===== config.mk =====
export PLATFORM = sky130hd
export DESIGN_NAME = fetch_stage
export DESIGN_NICKNAME = d
export VERILOG_FILES = /design/src/rtl/cpu_types_pkg.sv /design/src/rtl/fetch_stage_fd_latch.sv /design/src/rtl/fetch_stage.sv
export SDC_FILE = /design/constraint.sdc
export NUM_CORES = 1
export LEC_CHECK = 0
export BUFFER_PORTS_ARGS = -buffer_cell sky130_fd_sc_hd__buf_2
export CAP_MARGIN = 15
export CORE_MARGIN = 5
export CORE_UTILIZATION = 46
export DETAILED_ROUTE_END_ITERATION = 6
export PLACE_DENSITY = 0.76
export SYNTH_ARGS = -nofsm -noshare
export SYNTH_HDL_FRONTEND = slang
export SYNTH_SLANG_ARGS = --single-unit
export TNS_END_PERCENT = 1

===== constraint.sdc =====
create_clock -name CLK -period 4.61 [get_ports CLK]
set_input_delay 0.461 -clock CLK [delete_from_list [all_inputs] [get_ports CLK]]
set_output_delay 0.461 -clock CLK [all_outputs]
set_load 0.05 [all_outputs]

===== src/rtl/cpu_types_pkg.sv =====
// rtl/cpu_types_pkg.sv - shared core types: word_t, fetch FSM states, fetch step size
package cpu_types_pkg;

  typedef logic [31:0] word_t;

  typedef enum logic [1:0] {
    RUN        = 2'd0,
    REDIR_WAIT = 2'd1,
    HALTED     = 2'd2
  } fetch_state_t;

  // Byte distance between sequential instruction fetches
  localparam word_t PC_STEP_BYTES = 32'd4;

endpackage


===== src/rtl/fetch_stage_fd_latch.sv =====
// rtl/fetch_stage_fd_latch.sv - IF/ID pipeline register with flush, halt-hold and load enable
module fd_latch
  import cpu_types_pkg::*;
(
  input  logic  clk_i,
  input  logic  rst_i,
  input  logic  flush_i,
  input  logic  halted_i,
  input  logic  en_i,
  input  logic  valid_i,
  input  word_t instr_i,
  input  word_t pc_i,
  input  word_t npc_i,
  output word_t instr_o,
  output word_t pc_o,
  output word_t npc_o,
  output logic  valid_o
);

  word_t instr_q, pc_q, npc_q;
  logic  valid_q;

  // Flush beats everything; while halted the contents freeze but stop counting as valid
  always_ff @(posedge clk_i or posedge rst_i) begin
    if (rst_i) begin
      instr_q <= '0;
      pc_q    <= '0;
      npc_q   <= '0;
      valid_q <= 1'b0;
    end else if (flush_i) begin
      instr_q <= '0;
      pc_q    <= '0;
      npc_q   <= '0;
      valid_q <= 1'b0;
    end else if (halted_i) begin
      valid_q <= 1'b0;
    end else if (en_i) begin
      instr_q <= valid_i ? instr_i : '0;
      pc_q    <= pc_i;
      npc_q   <= npc_i;
      valid_q <= valid_i;
    end
  end

  assign instr_o = instr_q;
  assign pc_o    = pc_q;
  assign npc_o   = npc_q;
  assign valid_o = valid_q;

endmodule


===== src/rtl/fetch_stage.sv =====
// rtl/fetch_stage.sv - PC register, fetch FSM and IF/ID latch; FETCH_PERF_EN adds perf counters
module fetch_stage
  import cpu_types_pkg::*;
#(
  parameter word_t PC_INIT = 32'h0000_0000,
  parameter word_t PC_STEP = PC_STEP_BYTES
) (
  input  logic        CLK,
  input  logic        RST,
  input  logic        ihit,
  input  logic [31:0] iload,
  output logic        imemREN,
  output logic [31:0] imemaddr,
  input  logic        pcEN,
  input  logic        fdEN,
  input  logic        fd_flush,
  input  logic        redirect,
  input  logic [31:0] redirect_pc,
  input  logic        halt,
  output logic [31:0] fd_instr,
  output logic [31:0] fd_pc,
  output logic [31:0] fd_npc,
  output logic        fd_valid,
  output logic        fetch_halted,
  output logic [31:0] perf_fetch,
  output logic [31:0] perf_stall
);

  fetch_state_t state_q, state_d;
  word_t        pc_q, pc_d;
  word_t        pend_q, pend_d;
  logic         word_good;
  logic         halted;

  assign halted       = (state_q == HALTED);
  assign imemREN      = !halted;
  assign imemaddr     = pc_q;
  assign fetch_halted = halted;
  // A fetched word is only real if it arrives in RUN and is not being thrown away
  assign word_good    = ihit && (state_q == RUN) && !redirect && !halt;

  // State, PC and deferred redirect target registers
  always_ff @(posedge CLK or posedge RST) begin
    if (RST) begin
      state_q <= RUN;
      pc_q    <= PC_INIT;
      pend_q  <= '0;
    end else begin
      state_q <= state_d;
      pc_q    <= pc_d;
      pend_q  <= pend_d;
    end
  end

  // Next fetch address; a redirect during a miss waits for the miss to return
  always_comb begin
    state_d = state_q;
    pc_d    = pc_q;
    pend_d  = pend_q;
    case (state_q)
      RUN: begin
        if (halt) begin
          state_d = HALTED;
        end else if (redirect) begin
          if (ihit) begin
            pc_d = redirect_pc;
          end else begin
            pend_d  = redirect_pc;
            state_d = REDIR_WAIT;
          end
        end else if (ihit && pcEN) begin
          pc_d = pc_q + PC_STEP;
        end
      end
      REDIR_WAIT: begin
        if (halt) begin
          state_d = HALTED;
        end else if (ihit) begin
          // The newest target wins if another redirect lands on the returning cycle
          pc_d    = redirect ? redirect_pc : pend_q;
          state_d = RUN;
        end else if (redirect) begin
          pend_d = redirect_pc;
        end
      end
      default: begin
        state_d = HALTED;
      end
    endcase
  end

  fd_latch u_fd_latch (
    .clk_i    (CLK),
    .rst_i    (RST),
    .flush_i  (fd_flush),
    .halted_i (halted),
    .en_i     (fdEN),
    .valid_i  (word_good),
    .instr_i  (iload),
    .pc_i     (pc_q),
    .npc_i    (pc_q + PC_STEP),
    .instr_o  (fd_instr),
    .pc_o     (fd_pc),
    .npc_o    (fd_npc),
    .valid_o  (fd_valid)
  );

`ifdef FETCH_PERF_EN
  word_t perf_fetch_q, perf_stall_q;
  logic  load_good;

  assign load_good = !fd_flush && !halted && fdEN && word_good;

  // Saturating counts of delivered instructions and miss cycles
  always_ff @(posedge CLK or posedge RST) begin
    if (RST) begin
      perf_fetch_q <= '0;
      perf_stall_q <= '0;
    end else begin
      if (load_good && (perf_fetch_q != 32'hFFFF_FFFF)) begin
        perf_fetch_q <= perf_fetch_q + 32'd1;
      end
      if (imemREN && !ihit && (perf_stall_q != 32'hFFFF_FFFF)) begin
        perf_stall_q <= perf_stall_q + 32'd1;
      end
    end
  end

  assign perf_fetch = perf_fetch_q;
  assign perf_stall = perf_stall_q;
`else
  assign perf_fetch = 32'h0;
  assign perf_stall = 32'h0;
`endif

endmodule

==> results of run 1 <==
## power breakdown
group	leakage, nW	switching [mW]	total, mW	internal [mW]
clock network	0.275	0.629	1.39	0.759
registers	2.19	0.0790	1.53	1.46
logic	2.32	0.351	0.457	0.107
## layer usage
layer / part of all wire [%] / up-vias / track usage (%)
met5: 0.048 / - / 0
met4: 3.8 / 2 / 9.60
met3: 7.8 / 52 / 4.91
met2: 46 / 313 / 33.7
met1: 42 / 3209 / 31.5
li1: - / 3043 / -
## through the flow
step                      worst slack [ns]  utilization, %  total power, mW  std cells  hold slack (ns)
final                                 1.80            55.3             3.38       1161            0.241
after global routing                  1.60            55.3             3.49       1161            0.238
after CTS                             1.84            55.3             3.39       1161            0.226
after detailed placement              1.89            52.0             2.01       1129            0.468
after global placement                2.00            52.0             2.01       1129            0.449
after floorplan                       2.02               -             1.93        819            0.472
## worst register-to-register path, delay by kind of cell, from the launching register on
family,cells,cell delay [ns]
and+or+nand+nor,4,2.21
DFF,1,0.52
## cell usage in the layout (no fill, tap or decap), types with 7 or more instances in the layout
master / instances
buf_2: 202
dfrtp_1: 161
conb_1: 64
a22o_1: 63
nand2_1: 50
mux2_2: 33
nand3_1: 29
o21ai_0: 26
or4_1: 25
a21oi_1: 22
o211ai_1: 20
nor2_1: 18
clkbuf_16: 17
mux2i_1: 16
a221oi_1: 14
nor3_1: 13
nor4_1: 13
nand4_1: 13
xnor2_1: 11
buf_4: 11
and3_1: 7
## final cells by class
class | count | area share [%]
timing repair buffer | 215 | 11.9
tap | 225 | 2.95
clock buffer | 17 | 4.46
clock inverter | 15 | 1.57
multi-input combinational | 521 | 36.6
inverter | 7 | 0.315
sequential | 161 | 42.2
## cells by family (layout without fill, tap and decap cells)
group	Yosys count	in the layout	share of synthesized area, %
flip-flops	161	161	50.2
XOR/XNOR	14	14	1.53
adder cells (fa/ha/maj)	1	1	0.156
multiplexers	49	49	6.62
AO/OA/AOI/OAI	184	184	17.2
buffers and inverters	137	254	9.69
AND/OR/NAND/NOR	209	209	14.6
other	1	64	0.0467
## state kept, by name (all words and copies together) (netlist names)
name / count
imemaddr: 32
u_fd_latch.instr_o: 32
u_fd_latch.pc_o: 30
state_q: 2
pend_q: 32
u_fd_latch.npc_o: 32
u_fd_latch.valid_o: 1
## worst max-delay path by stage
stage | from | end | slack, ns | cells past startpoint
floorplan | imemaddr[2]$_DFFE_PP0P_ | imemaddr[30]$_DFFE_PP0P_ | 2.02 | 7
global placement | halt | imemaddr[3]$_DFFE_PP0P_ | 2.00 | 4
detailed placement | imemaddr[6]$_DFFE_PP0P_ | imemaddr[31]$_DFFE_PP0P_ | 1.89 | 4
CTS | imemaddr[6]$_DFFE_PP0P_ | imemaddr[31]$_DFFE_PP0P_ | 1.84 | 4
global route | imemaddr[6]$_DFFE_PP0P_ | u_fd_latch.npc_o[27]$_DFFE_PP0P_ | 1.60 | 4
finish | imemaddr[6]$_DFFE_PP0P_ | imemaddr[19]$_DFFE_PP0P_ | 1.80 | 4
==> impl_metrics.toml, run 1 <==
[placed_design]
place_congestion = 0.857
io_buffers = 202
dpl.hpwl_mm = 16.1
placed_area_um2 = 8960

[floorplanning]
fp.dieH_um = 142
core_area_um2 = 17200
die_w_um = 142
rows = 48
pin_count = 267
start_util_pct = 46.6
die_area_um2 = 20200

[cts]
cts.clk_slew.worst_paths_ns = 0.07
cts_tree = "done"
clock_latency_ns = 0.43
postCtsHoldBufs = 0
root_buffer = "clkbuf_16"
cts_buffers = 17
cts_sinks = 161
cts.path.max_buffers = 2
post_cts.repair.setup_buffers = 0
cts_resized = 0
htreeDepth = 4

[min_path]
holdPathStages = 2
hp-start = "iload[25]"
hold_end = "u_fd_latch.instr_o[25]$_DFFE_PP0P_"
min_path_type = "input port to register"

[cells_and_area]
multiInputGateArea_um2 = 3490
areaGrowthSynthToFinish_pct = 18.8
num_antenna_cells = 0
drive_gt1_share_pct = 31.1
ff_latch_area_um2 = 4030
fillCellCount = 1537
final_net_count = 996
fin_area_um2 = 9540

[run]
max_cap_violations = 0

[synth]
synth_area_um2 = 8030
yosys-top-cells-area = "dfrtp_1 (50%), a22o_1 (6.9%), buf_4 (6.2%)"
ys_seq_area_share_pct = 50.2
synth.most_common_cell = "dfrtp_1"
yosysUniqueCellTypes = 58
syn_inst = 756
synth_edf_count = 0
yosys-top-cells-count = "dfrtp_1 (161), buf_4 (66), a22o_1 (63), clkbuf_1 (51), nand2_1 (50)"
ys.flop_type = "dfrtp_1"
synthArstFlopShare_pct = 100
synth.largest_area_cell = "dfrtp_1"
yosys_warnings = 0
synth_top_area_share_pct = 50.2
synth_seq_cells = 161
postSynthAreaPerCell_um2 = 10.6

[power_and_ir_drop]
ir_drop_mv = 0.260
p_leak_nw = 4.79
power_density_nw_per_um2 = 354

[critical_path]
reg2reg_from = "imemaddr[6]$_DFFE_PP0P_"
crit_fanout = 27
worstPathRequired_ns = 4.97
reg2reg_slack_ns = 1.80
cp_top_family = "simple AND/OR/NAND/NOR gates"
worstRegToRegCells = 4
critical_path.slowest_cell = "or4_1"
crit_chain = "nand4_1 > or4_1 > or4_1 > nand3_1"
cpPeakStageDelay_ns = 1.05
r2r-end = "imemaddr[19]$_DFFE_PP0P_"
cp-start-kind = "register"
path_class = "register to register"
arrival_ns = 3.17
cp_num_buf_inv = 0
cp-end-kind = "register"
cp_common_cell = "or4_1"

[grt]
grt_max_degree = 162
grt_pass1_wl_mm = 35.9
grt_usage_pct = 22.4
grt_pass1_vias = 6413
grt-ovfl-total = 0
antenna_found_initial = 1

[sta]
fmax_ghz = 0.356
period_share_pct = 60.9
hold_viol_final = 0
finalCriticalPeriod_ns = 2.81
slew-limit-headroom_pct = 30.4
slew_viol_final = 0
fin_worst_skew_ns = 0.00718
setup_tns_ns = 0
worst_pin_slew_ns = 1.04
setup-violations-final = 0
rsz0062_at_grt = "false"

[drt]
vias = 6619
drt-total-wl_mm = 22.9
avgRoutedWirePerCell_um = 19.7
drt-vias-per-instance = 5.70
drcViolationCount = 0
drt_first_pass_iters = 5
first_iter_violations = 547
drtAntennaViolNets = 0

[outcome]
status = "finished, final reports clean"
Power figures use the tool's default switching activity.
==> inputs of run 2 (changes only) <==
--- a/config.mk
+++ b/config.mk
@@ -8,9 +8,9 @@
 export BUFFER_PORTS_ARGS = -buffer_cell sky130_fd_sc_hd__buf_2
 export CAP_MARGIN = 15
 export CORE_MARGIN = 5
-export CORE_UTILIZATION = 46
+export CORE_UTILIZATION = 50
 export DETAILED_ROUTE_END_ITERATION = 6
-export PLACE_DENSITY = 0.76
+export PLACE_DENSITY = 0.78
 export SYNTH_ARGS = -nofsm -noshare
 export SYNTH_HDL_FRONTEND = slang
 export SYNTH_SLANG_ARGS = --single-unit
==> constraint.sdc (replaced) <==
create_clock -name CLK -period 2.9 [get_ports CLK]
set_input_delay 0.29 -clock CLK [delete_from_list [all_inputs] [get_ports CLK]]
set_output_delay 0.29 -clock CLK [all_outputs]
set_load 0.05 [all_outputs]
==> impl_metrics.toml, run 2 (synthesis results as in run 1) <==
[cts]
clock_latency_ns = 0.43
root_buffer = "clkbuf_16"
postCtsHoldBufs = 0
cts_tree = "done"
cts.clk_slew.worst_paths_ns = 0.07
cts_resized = 0
cts_buffers = 17
htreeDepth = 4
post_cts.repair.setup_buffers = 0
cts.path.max_buffers = 2
cts_sinks = 161

[critical_path]
cp-end-kind = "register"
arrival_ns = 2.94
cp_common_cell = "or4_1"
path_class = "register to register"
cp-start-kind = "register"
cpPeakStageDelay_ns = 0.89
critical_path.slowest_cell = "or4_1"
crit_chain = "ha_1 > nand3_2 > or4_1 > or4_1 > o211ai_1"
worstRegToRegCells = 5
worstPathRequired_ns = 3.24
crit_fanout = 18

[sta]
hold_viol_final = 0
finalCriticalPeriod_ns = 2.60
setup_tns_ns = 0
fmax_ghz = 0.384
rsz0062_at_grt = "false"
setup-violations-final = 0
period_share_pct = 89.8
fin_worst_skew_ns = 0.0128
worst_pin_slew_ns = 0.833
slew_viol_final = 0
timing.final.ws_setup_ns = 0.296
slew-limit-headroom_pct = 44.5

[placed_design]
place_congestion = 0.919
place_inst = 1133
dp_slack_ns = 0.371
dpl.hpwl_mm = 16.1
io_buffers = 202

[cells_and_area]
drive_gt1_share_pct = 32.0
areaGrowthSynthToFinish_pct = 20.4
final_cells = 1167
final_net_count = 1009
fillCellCount = 1383
final_common_cell = "buf_2"
final_cell_mix = "buf_2 (202), dfrtp_1 (161), conb_1 (64)"

[floorplanning]
die_w_um = 137
core_area_um2 = 15800
die_area_um2 = 18700
start_util_pct = 50.7
rows = 46
pin_count = 267
fp.dieH_um = 137

[grt]
grt-ovfl-total = 0
grt_max_degree = 95
antenna_found_initial = 4
grt_pass1_wl_mm = 34.9
grt_pass1_vias = 6287
grt_usage_pct = 23.9

[drt]
drt_first_pass_iters = 5
drt-total-wl_mm = 22.8
first_iter_violations = 614
drt-vias-per-instance = 5.81
avgRoutedWirePerCell_um = 19.5
vias = 6785
drcViolationCount = 0
drtAntennaViolNets = 0

[outcome]
status = "finished, final reports clean"

[power_and_ir_drop]
p_leak_nw = 4.87
ir_drop_mv = 0.431
total_power_mw = 5.47
power_density_nw_per_um2 = 566

[min_path]
min_path_type = "input port to asynchronous set/reset pin"

[run]
max_cap_violations = 0
-- run 2: changes by cell type in the layout (fill, tap and decap cells not counted) --
cell,change
buf_4,+12
buf_12,+1
clkinvlp_4,-2
diode_2,+2
inv_8,-1
bufinv_16,+1
inv_6,+2
-- run 2: stage by stage --
step / hold slack [ns] / instance area, µm² / util, %
finish: 0.0178 / 9670 / 61.1
global route: 0.0629 / 9670 / 61.1
CTS: 0.0387 / 9660 / 61.0
detailed placement: 0.461 / 9060 / 57.3
global placement: 0.446 / 9060 / 57.3
floorplan: 0.353 / 8270 / -
-- run 2: layout make-up --
cell class,instances,area (µm²),share of cell area (%)
multi-input combinational,521,3490,36.1
clock buffer,17,425,4.40
antenna,2,5.00,0.0518
tap,216,270,2.80
sequential,161,4030,41.7
clock inverter,15,171,1.77
timing repair buffer,228,1240,12.9
inverter,7,30.0,0.311
-- run 2: critical path: cells and delay by family (launching register included) --
family / cells / cell delay [ns]
flip-flops: 1 / 0.45
adder cells (fa/ha/maj): 1 / 0.25
AO/OA/AOI/OAI: 1 / 0.11
AND/OR/NAND/NOR: 3 / 1.69
-- run 2: power by group --
| group | internal (mW) | total [mW] | switching, mW |
|---|---|---|---|
| clock | 1.29 | 2.28 | 0.990 |
| sequential | 2.31 | 2.42 | 0.109 |
| combinational | 0.183 | 0.762 | 0.579 |
| total | 3.79 | 5.47 | 1.68 |
-- run 2: final timing paths --
path / startpoint / end / slack, ns
max: imemaddr[3]$_DFFE_PP0P_ / u_fd_latch.npc_o[20]$_DFFE_PP0P_ / 0.30
max in group asynchronous: RST / u_fd_latch.npc_o[0]$_DFFE_PP0P_ / 2.09
min reg2reg: u_fd_latch.npc_o[14]$_DFFE_PP0P_ / u_fd_latch.npc_o[14]$_DFFE_PP0P_ / 0.48
min: RST / u_fd_latch.instr_o[20]$_DFFE_PP0P_ / 0.02
min in group CLK: ihit / state_q[0]$_DFFE_PP0P_ / 0.07
max reg2reg: imemaddr[3]$_DFFE_PP0P_ / u_fd_latch.npc_o[20]$_DFFE_PP0P_ / 0.30
-- run 2: routing by layer --
layer / GRT usage [%] / part of all wire [%]
met1: 34.5 / 43
met3: 5.44 / 8.7
met2: 35.3 / 46
met4: 8.57 / 2.3
met5: 0 / 0.092
==> inputs of run 3 (changes only) <==
--- a/config.mk
+++ b/config.mk
@@ -5,12 +5,13 @@
 export SDC_FILE = /design/constraint.sdc
 export NUM_CORES = 1
 export LEC_CHECK = 0
+export ABC_AREA = 1
 export BUFFER_PORTS_ARGS = -buffer_cell sky130_fd_sc_hd__buf_2
 export CAP_MARGIN = 15
 export CORE_MARGIN = 5
 export CORE_UTILIZATION = 50
 export DETAILED_ROUTE_END_ITERATION = 6
-export PLACE_DENSITY = 0.78
+export PLACE_DENSITY = 0.77
 export SYNTH_ARGS = -nofsm -noshare
 export SYNTH_HDL_FRONTEND = slang
 export SYNTH_SLANG_ARGS = --single-unit
==> impl_metrics.toml, run 3 <==
[outcome]
status = "finished, final reports clean"

[cts]
htreeDepth = 4
cts.path.max_buffers = 2
cts_sinks = 161
cts_tree = "done"
cts_buffers = 17
root_buffer = "clkbuf_16"
cts.clk_slew.worst_paths_ns = 0.06
clock_latency_ns = 0.43
post_cts.repair.setup_buffers = 0

[synth]
synth_area_um2 = 8710
yosysUniqueCellTypes = 32
ys.flop_type = "dfrtp_1"
syn_inst = 1125
yosys-top-cells-count = "nand2_1 (317), dfrtp_1 (161), nand3_1 (114), nor2_1 (83), inv_1 (76)"
ys_seq_area_share_pct = 46.3
yosys-top-cells-area = "dfrtp_1 (46%), nand2_1 (14%), nand3_1 (6.6%)"
postSynthAreaPerCell_um2 = 7.74
synth_seq_cells = 161
synthArstFlopShare_pct = 100
yosys_warnings = 0
synth.largest_area_cell = "dfrtp_1"
synth_top_area_share_pct = 46.3
synth.most_common_cell = "nand2_1"
synth_edf_count = 0

[floorplanning]
pin_count = 267
fp.dieH_um = 142
start_util_pct = 50.7
core_area_um2 = 17200
die_w_um = 142
die_area_um2 = 20200
rows = 48

[critical_path]
arrival_ns = 2.40
cpPeakStageDelay_ns = 0.58
worstPathRequired_ns = 3.24
critical_path.slowest_cell = "nor2_4"
cp-end-kind = "register"
worstRegToRegCells = 8
reg2reg_slack_ns = 0.84
crit_chain = "inv_1 > nor2_1 > inv_2 > nand2_2 > nor2_4 > nand3_1 > buf_4 > o21ai_0"
crit_fanout = 36
cp-start-kind = "register"
reg2reg_from = "state_q[1]$_DFFE_PP0P_"
path_class = "register to register"
r2r-end = "u_fd_latch.instr_o[30]$_DFFE_PP0P_"

[drt]
vias = 7930
drt_first_pass_iters = 5
drcViolationCount = 0
avgRoutedWirePerCell_um = 16.0
drt-vias-per-instance = 5.15
drt-total-wl_mm = 24.6
drtAntennaViolNets = 0
first_iter_violations = 764

[sta]
period_share_pct = 71.1
worst_pin_slew_ns = 0.929
whs_ns = 0.0916
fmax_ghz = 0.485
slew_viol_final = 0
rsz0062_at_grt = "false"
setup_tns_ns = 0
setup-violations-final = 0
hold_viol_final = 0
fin_worst_skew_ns = 0.00986
finalCriticalPeriod_ns = 2.06
slew-limit-headroom_pct = 38.0

[cells_and_area]
final_common_cell = "nand2_1"
drive_gt1_share_pct = 22.3
final_net_count = 1372
final_cell_mix = "nand2_1 (317), buf_2 (202), dfrtp_1 (161)"
fin_area_um2 = 10300
areaGrowthSynthToFinish_pct = 18.2
finish.utilization_pct = 59.9

[grt]
antenna_found_initial = 5
grt-ovfl-total = 0
grt_pass1_vias = 7323
grt_max_degree = 95
grt_pass1_wl_mm = 39.1
grt_usage_pct = 24.5

[min_path]
hold_end = "u_fd_latch.instr_o[17]$_DFFE_PP0P_"
min_path_type = "input port to register"
hp-start = "iload[17]"
holdPathStages = 3

[placed_design]
placed_area_um2 = 9630
dpl.hpwl_mm = 18.2
place_congestion = 0.889
io_buffers = 202

[power_and_ir_drop]
pwr-share-seq_pct = 42.4
power_density_nw_per_um2 = 566
intPower_mw = 4.07
power.switching_mw = 1.75
total_power_mw = 5.82
ir_drop_mv = 0.432
clockPowerShare_pct = 41.5
p_sw_share_pct = 30.1
combPwrFrac_pct = 16.0
p_leak_nw = 5.73

[run]
max_cap_violations = 0
-- run 3: final cells by class --
| cell class | instances | area (µm²) |
|---|---|---|
| multi-input combinational | 819 | 3850 |
| clock inverter | 11 | 174 |
| inverter | 82 | 312 |
| sequential | 161 | 4030 |
| fill | 1577 | 6890 |
| clock buffer | 21 | 470 |
| tap | 225 | 282 |
| antenna | 2 | 5.00 |
| timing repair buffer | 218 | 1170 |
-- run 3: worst max path at each step --
| stage | to | startpoint | slack (ns) | cells after the start |
|---|---|---|---|---|
| floorplan | imemaddr[0]$_DFFE_PP0P_ | RST | 0.57 | 1 |
| global placement | pend_q[13]$_DFFE_PP0P_ | state_q[0]$_DFFE_PP0P_ | 0.98 | 8 |
| detailed placement | u_fd_latch.instr_o[30]$_DFFE_PP0P_ | state_q[1]$_DFFE_PP0P_ | 0.86 | 8 |
| CTS | u_fd_latch.instr_o[30]$_DFFE_PP0P_ | state_q[1]$_DFFE_PP0P_ | 0.84 | 8 |
| global route | u_fd_latch.instr_o[29]$_DFFE_PP0P_ | state_q[1]$_DFFE_PP0P_ | 0.59 | 8 |
| finish | u_fd_latch.instr_o[30]$_DFFE_PP0P_ | state_q[1]$_DFFE_PP0P_ | 0.84 | 8 |
-- run 3: worst max-delay path: cells and delay by family (launching register included) --
kind                   cells  cell delay [ns]
buffers and inverters      3             0.46
AO/OA/AOI/OAI              1             0.20
AND/OR/NAND/NOR            4             0.88
flip-flops                 1             0.42
-- run 3: stage by stage --
step           cells  worst slack, ns
3_3_place_gp    1504            0.975
3_5_place_dp    1504            0.858
2_1_floorplan   1188            0.567
5_1_grt         1538            0.588
6_report        1539            0.838
4_1_cts         1537            0.844
-- run 3: cell families after synthesis --
family                   share of synthesized area, %
buffers and inverters                            12.3
adder cells (fa/ha/maj)                         0.144
other                                          0.0431
AO/OA/AOI/OAI                                    12.1
XOR/XNOR                                         2.03
flip-flops                                       46.3
AND/OR/NAND/NOR                                  27.1
-- run 3: timing repair --
| item | CTS | global route |
|---|---|---|
| endpoints found under the hold margin | 23 | 0 |
| hold buffers | 1 | 0 |
| gates resized for setup | 0 | 0 |
-- run 3: layer usage --
metal	wire length [µm]	up-vias	track usage, %
met5	34	-	0
met4	779	8	9.39
met3	2210	56	6.45
met2	11200	328	38.2
met1	10400	3709	33.0
li1	-	3829	-
-- run 3: power groups by stage --
stage / registers [mW] / logic (mW) / clock network (mW)
final: 2.47 / 0.934 / 2.42
after detailed placement: 2.51 / 0.926 / 0
after global placement: 2.50 / 0.915 / 0
after global routing: 2.48 / 1.01 / 2.54
after CTS: 2.47 / 0.932 / 2.46
after floorplan: 2.65 / 0.580 / 0
